$ cat config.mk
export PLATFORM = sky130hd
export DESIGN_NAME = ejc_priority_encoder
export DESIGN_NICKNAME = d
export VERILOG_FILES = /design/src/rtl/ejc_priority_encoder.sv
export SDC_FILE = /design/constraint.sdc
export NUM_CORES = 1
export LEC_CHECK = 0
export ABC_AREA = 1
export CAP_MARGIN = 5
export CORE_AREA = 3 3 40 42
export DETAILED_ROUTE_END_ITERATION = 16
export DIE_AREA = 0 0 43 45
export PLACE_DENSITY = 0.46
export SYNTH_ARGS = -nofsm -noshare
export SYNTH_HDL_FRONTEND = slang
export SYNTH_SLANG_ARGS = --single-unit
$ cat constraint.sdc
create_clock -name clk -period 1 [get_ports clk]
set_input_delay 0.25 -clock clk [delete_from_list [all_inputs] [get_ports clk]]
set_output_delay 0.25 -clock clk [all_outputs]
set_load 0.02 [all_outputs]
$ cat src/rtl/ejc_priority_encoder.sv
// Registered priority encoder: highest asserted request line -> BCD index,
// with 74148-style group-select (Gs) and enable-out (Eo) for cascading.
module ejc_priority_encoder #(
    parameter int WIDTH = 8
) (
    input  logic             clk,
    input  logic             reset_n,
    input  logic             Ei,
    input  logic [WIDTH-1:0] D,
    output logic [3:0]       BCD,
    output logic             Gs,
    output logic             Eo
);

    // The index must fit one BCD digit; anything else is a build error.
    generate
        if (WIDTH < 2 || WIDTH > 10) begin : g_bad_width
            $error("ejc_priority_encoder: WIDTH must be in 2..10");
        end
    endgenerate

    logic [3:0] bcd_next;
    logic       gs_next;
    logic       eo_next;

    always_comb begin
        // NOTE: every output gets a default first so no path infers a latch.
        bcd_next = 4'd0;
        gs_next  = 1'b0;
        eo_next  = 1'b0;
        if (Ei) begin
            // Ascending scan: the last hit wins, giving the highest index.
            for (int k = 0; k < WIDTH; k++) begin
                if (D[k]) begin
                    bcd_next = 4'(k);
                    gs_next  = 1'b1;
                end
            end
            eo_next = ~gs_next;
        end
    end

    always_ff @(posedge clk or negedge reset_n) begin
        if (!reset_n) begin
            BCD <= 4'd0;
            Gs  <= 1'b0;
            Eo  <= 1'b0;
        end else begin
            // NOTE: non-blocking assignments keep all three outputs sampling
            // the same pre-edge values.
            BCD <= bcd_next;
            Gs  <= gs_next;
            Eo  <= eo_next;
        end
    end

endmodule

* Word level (Yosys, flattened, before mapping) *
Cells that the tools add are included.

word-level totals
  output and inout port bits = 6
  register bits after elaboration = 6
  word-level logic and storage cells = 23
  bits of input ports = 11

operators by class
  bitwise logic cells = 1
  multiplexer cells = 19

operator list
  kind       number
  $mux 4     7
  $mux 1     12
  $not 1->1  1

* Depth between registers and ports, before layout *
Gate-level depths: netlist of run 1.

  word-level depth = 11
  depth in mapped cells = 7
  mapped depth without buffers = 7

* Worst setup path after synthesis of run 1 *
No wires, ideal clock.

  path type = input -> register
  start = in D[4]
  end = reg Gs
  stages on the path = 4
  data required time = 878 ps
  library setup time = 122 ps
  arrival = 593 ps
  slack = 285 ps
  buffers on the path = 0
  path through = nor2_2 -> nand3_2 -> nor2_1 -> nor2_1

on the way
  cells in the longest elaborated chain, start to end = 6

RTL lines
  item                  line  source
  from (decl)           9     input logic [WIDTH-1:0] D,
  $mux 1 (4 in a row)   34    if (D[k]) begin
  $mux 1 (2 in a row)   31    if (Ei) begin
  named net gs_next     23    logic gs_next;
  to (signal assigned)  52    Gs <= gs_next;
  to (decl)             11    output logic Gs,

The timed path passes the listed nets, and every way through them passes these cells. The select of a mux whose other input is x is not followed.

* Worst setup path in the final report of run 1 *
  start = reg Eo
  end = out Eo

RTL lines
  item                    line  source
  from (decl)             12    output logic Eo
  from (signal assigned)  53    Eo <= eo_next;

No word-level cell between the ends.

==> metrics, run 1 <==
P_leak approximately 0.25 nW; Distinct cells, synth 14; maximum VDD drop 250.5 uV; Simple-Gate Fraction of Synth Area about 25%; Iter 0 DRT Violations 0; Clock Path Buffers 2; Crit Path Class reg2out; # clock sinks 5; Die W 43 um; Root Driver clkbuf_4; RSZ-0062 raised after global routing true; commonest cells after routing, fill and taps aside clkdlybuf4s50_1, inv_1, dfrtp_1, nand2_1, buf_6; PD cells 1215 nW/um^2; final worst setup slack 0.02053 ns; Post-CTS Setup Repair Bufs 0; Area Overhead vs Synth 84.50%; DP HPWL approximately 410 um; Die H 45 um; critical path arrival ~0.73 ns; vias in the first global route 250; Worst Path Required 0.75 ns; yosys warns 0; hold slack about 0.23 ns; pin count of the biggest net entering global routing 6; Initial Util 19.47%; Finished Layout Cells 64; min Tclk post-route 0.9795 ns; ant diodes 0; sequential area share after synthesis about half; CTS clk-pin slew, worst paths 0.04 ns; CP Capture Type primary output; Seq pwr share 38.8%; DR vias 242; NetSw between 0.1 and 0.15 mW; DP Cell Count 60; post-synthesis adder-cell area fraction 0%; #FFs+latches synth 5; I/O pin count 17; final antenna-violating net count 0; syn nets 41; Total GRT Usage around 7.0%; worst path cell trace buf_6; Finish-stage setup viols 0; first-pass GRT wire length around 900 um; Placement Cell Area ~420 sq um; die area 1935 sq um; Post-layout nets 61; family with the most delay on the worst path flip-flops; final setup TNS 0 ns; maximum capacitance violations 0; Sw Share 23.63%; crit path max fanout 1; Pre-antenna DRT Iters 1; Int Power 0.4283 mW; post-synthesis compound-gate area fraction about a tenth; f_max between 1 and 1.5 GHz; final period utilization 97.95%; drt drc 0; Synth Instances 30; post-synthesis mux area share 0%; CTS tree done; core area 1285 sq um; Post-Synth XOR/XNOR Area 0%; port buffer count 15; Cell Rows 13; total CTS buffers 3; Setup crit start Eo$_DFF_PN0_; H-Tree Level Count 1; Hold Crit Class in2async; Fin. Hold Viols 0; Total Power 0.5609 mW; status complete, no violations; Routed WL per cell 8.016 um; Clock Power Share 40.2%; Max Slew Vio Count 0; grt ovf 0; largest family of logic cells by synthesized area simple AND/OR/NAND/NOR gates; CP Launch Type register; RePlAce Congestion 0.6310; Worst path slowest cell dfrtp_1; dpl ws -0.2355 ns; Netlist Area Pre-Place 250.2 sq um; # fillers between 100 and 150; layout cell share with drive strength beyond 1 30.61%; crit-path max cell delay around 0.36 ns; commonest non-fill, non-tap cell in the layout clkdlybuf4s50_1; overall routed net length just over 500 um; vias per std cell 3.781; crit path buf inv count 1; number of hold buffers added after CTS 0; Gate power share 20.9%; fin util 35.93%; syn_area_per_cell ~8.3 sq um; initial antenna violation count 0; Final Instance Area about 460 sq um
[kinds of logic (layout without fill, tap and decap cells)]
logic type      Yosys count  in the layout
simple gates             12             12
buf+inv                   8             27
flops                     5              5
compound gates            4              4
other cells               1              1
[cells in the mapped netlist]
library cell | instances | share of area, %
nand3_2 | 1 | 4.0
nand2_1 | 5 | 7.5
nor2_1 | 3 | 4.5
buf_4 | 1 | 3.0
nor2_2 | 1 | 2.5
o21ai_0 | 1 | 2.0
inv_2 | 1 | 1.5
inv_1 | 6 | 9.0
a31oi_1 | 2 | 5.0
nor3_2 | 1 | 4.0
dfrtp_1 | 5 | 50
nand3_1 | 1 | 2.0
conb_1 | 1 | 1.5
a21oi_2 | 1 | 3.5
[flip-flops by register name, summed over array words and instances, names as in the netlist]
signal and flops:
BCD 3, Gs 1, Eo 1
[worst paths after layout]
path | endpoint | slack (ns) | depth (start not counted)
setup / recovery | Eo | 0.02 | 1
hold / removal | Eo$_DFF_PN0_ | 0.23 | 1
max in group asynchronous | BCD[2]$_DFF_PN0_ | 0.59 | 1
min in group clk | Eo$_DFF_PN0_ | 0.34 | 4
[layer usage]
metal	routed length [um]	vias to the layer above	part of all wire [%]	GRT usage (%)
met3	71	2	14	2.789
met1	189	99	37	6.388
li1	-	127	-	-
met4	12	0	2.3	10.84
met2	239	14	47	9.581
met5	0	-	0	0
[power by group through the flow]
stage | clock (mW) | sequential [mW] | combinational (mW)
after floorplan | 0 | 0.232 | 0.0354
after global placement | 0 | 0.218 | 0.117
after detailed placement | 0 | 0.218 | 0.118
after CTS | 0.241 | 0.215 | 0.109
after global routing | 0.247 | 0.219 | 0.128
final | 0.226 | 0.218 | 0.117
[area by class of cell]
| cell class | instances | area, sq um | area share (%) |
|---|---|---|---|
| Multi-Input combinational cell | 17 | 93.84 | 20.33 |
| Sequential cell | 5 | 125.1 | 27.10 |
| Tap cell | 15 | 18.77 | 4.065 |
| Clock buffer | 4 | 26.28 | 5.691 |
| Timing Repair Buffer | 16 | 171.4 | 37.13 |
| Inverter | 7 | 26.28 | 5.691 |
[timing repair]
action | in CTS | in global routing
setup endpoints to repair | 5 | 8
pin swaps | 0 | 3
resized for setup | 20 | 14
Note: power is estimated with default switching activity, not from simulation.
==> run 2: changes to the inputs <==
==> constraint.sdc (replaced) <==
create_clock -name clk -period 1 [get_ports clk]
set_input_delay 0.3 -clock clk [delete_from_list [all_inputs] [get_ports clk]]
set_output_delay 0.3 -clock clk [all_outputs]
set_load 0.02 [all_outputs]
==> run 2 against run 1 <==
  * The flow now finishes with violations (setup timing)
  * Critical path depth stayed put
  * Wire length shrank 3.1%
  * Flip-flop and latch count is the same
  * Combinational power barely moved
  * Final area grew 3.3%
  * Core utilization grew 1.2 points
  * Largest power group unchanged
  * Highest routed layer unchanged
==> metrics, run 2 (synthesis gave the netlist of run 1 again) <==
Pre-antenna DRT Iters 2 (+1); maximum VDD drop 259.7 uV (+3.7%); # clock sinks 5 (unchanged); first-pass GRT wire length 834 um (-7.0%); min Tclk post-route 1.029 ns (+0.04993 ns); RSZ-0062 raised after global routing true; Hold Crit Class in2async; CTS tree done; Cell Rows 13 (unchanged); failing checks setup timing; initial antenna violation count 0 (unchanged); drt drc 0 (unchanged); CP Launch Type register; maximum capacitance violations 0 (unchanged); DR vias 255 (+5.4%); Total GRT Usage 6.370% (-0.59 points); Total Power 0.5615 mW (+0.11%); die area 1935 sq um (unchanged); Post-CTS Setup Repair Bufs 0 (unchanged); Crit. path cell count 1 (unchanged); Die W 43 um (unchanged); final antenna-violating net count 0 (unchanged); crit path max fanout 1 (unchanged); Setup crit start BCD[2]$_DFF_PN0_; CTS clk-pin slew, worst paths 0.04 ns (about the same); Initial Util 19.47% (unchanged); Routed WL per cell 7.766 um (-3.1%); Finish-stage setup viols 5 (+5); commonest cells after routing, fill and taps aside dfrtp_1, nand2_1, buf_6; largest registers BCD x3, Eo x1, Gs x1; total CTS buffers 3 (unchanged); RePlAce Congestion 0.6311 (about the same); overall routed net length 497 um (-3.1%); NetSw 0.1350 mW (+1.9%); Root Driver clkbuf_4; hold slack 0.2761 ns (+0.05024 ns); worst path cell trace buf_6; Worst Path Required 0.70 ns (-0.05 ns); crit-path max cell delay 0.37 ns (about the same); layout cell share with drive strength beyond 1 38.78% (+8.2 points); Sw Share 24.04% (+0.41 points); Max Slew Vio Count 0 (unchanged); CP Capture Type primary output; Gate power share 21.4% (+0.5 points); Critical Path Sink BCD[2]; core area 1285 sq um (unchanged); PD cells 1178 nW/um^2 (-3.0%); port buffer count 15 (unchanged); vias per std cell 3.984 (+5.4%); Worst path slowest cell dfrtp_1; Seq pwr share 38.8% (about the same); status complete, but fails checks; ant diodes 0 (unchanged); Clock Power Share 39.8% (-0.4 points); Area Overhead vs Synth 90.50%; critical path arrival 0.73 ns (about the same); crit path buf inv count 1 (unchanged); max reg flops 3 (unchanged); P_leak 0.2564 nW (+4.3%); Top reg by flops BCD; Die H 45 um (unchanged); f_max 0.9714 GHz (-4.9%); Crit Path Class reg2out; number of hold buffers added after CTS 0 (unchanged); final worst setup slack -0.02941 ns (-0.04993 ns); H-Tree Level Count 1 (unchanged); Clock Path Buffers 2 (unchanged); Post-layout nets 61 (unchanged); dpl ws -0.2810 ns (-0.04547 ns); grt ovf 0 (unchanged); family with the most delay on the worst path flip-flops; final period utilization 102.9% (+5.0 points); vias in the first global route 224 (-10%); Fin. Hold Viols 0 (unchanged); Int Power 0.4265 mW (-0.44%); pin count of the biggest net entering global routing 6 (unchanged); I/O pin count 17 (unchanged); Iter 0 DRT Violations 2 (+2)
-- run 2: cell count changes in the layout (fill, tap and decap cells not counted), sizes merged --
cell           previous run  this run
clkdlybuf4s50             7         4
dlygate4sd2               0         2
dlymetal6s2s              3         4
-- run 2: final cells by class --
cell class              instances  area (sq um)
multi-input cells              17         108.9
flip-flops and latches          5         125.1
repair buffers                 16         171.4
inverters                       7         26.28
well taps                      15         18.77
clock buffers                   4         26.28
fillers                       140         808.3
-- run 2: how the worst min path moves through the flow --
stage / cells after the start / startpoint / slack [ns] / endpoint
final: 1 / reset_n / 0.28 / Eo$_DFF_PN0_
after detailed placement: 1 / reset_n / 0.53 / BCD[0]$_DFF_PN0_
after floorplan: 0 / reset_n / 0.004 / BCD[0]$_DFF_PN0_
after CTS: 1 / reset_n / 0.27 / Eo$_DFF_PN0_
after global routing: 1 / reset_n / 0.29 / Eo$_DFF_PN0_
after global placement: 1 / reset_n / 0.53 / BCD[2]$_DFF_PN0_
-- run 2: timing repair --
action                     CTS  global route
setup endpoints to repair    7             9
resized for setup           32            10
cloned                       0             0
pin swaps                    2             4
-- run 2: power by group through the flow --
stage | Sequential [mW] | Clock, mW | Combinational, mW
5_1_grt | 0.219 | 0.244 | 0.131
3_5_place_dp | 0.218 | 0 | 0.119
3_3_place_gp | 0.218 | 0 | 0.117
4_1_cts | 0.218 | 0.238 | 0.118
6_report | 0.218 | 0.223 | 0.120
2_1_floorplan | 0.232 | 0 | 0.0354
-- run 2: routing by layer --
metal	global-route usage [%]	vias to the layer above	routed length (um)
li1	-	127	-
met2	8.683	14	226
met3	2.390	2	67
met4	9.036	0	12
met1	6.388	112	191
met5	0	-	0
-- run 2: stage by stage --
| stage | instance area, sq um | utilization (%) | std cells | setup TNS (ns) |
|---|---|---|---|---|
| after global placement | 419.2 | 32.62 | 60 | -2.144 |
| after detailed placement | 419.2 | 32.62 | 60 | -2.202 |
| after global routing | 476.7 | 37.10 | 64 | -0.2592 |
| after CTS | 449.2 | 34.96 | 64 | -0.2057 |
| after floorplan | 250.2 | - | 30 | 0 |
| final | 476.7 | 37.10 | 64 | -0.1334 |
==> run 3: changes to the inputs <==
--- a/config.mk
+++ b/config.mk
@@ -10,6 +10,7 @@
 export CORE_AREA = 3 3 40 42
 export DETAILED_ROUTE_END_ITERATION = 16
 export DIE_AREA = 0 0 43 45
+export GPL_TIMING_DRIVEN = 1
 export PLACE_DENSITY = 0.46
 export SYNTH_ARGS = -nofsm -noshare
 export SYNTH_HDL_FRONTEND = slang
==> results of run 3 <==
Same layout as run 2: the final DEF is identical, and so are final timing and power.
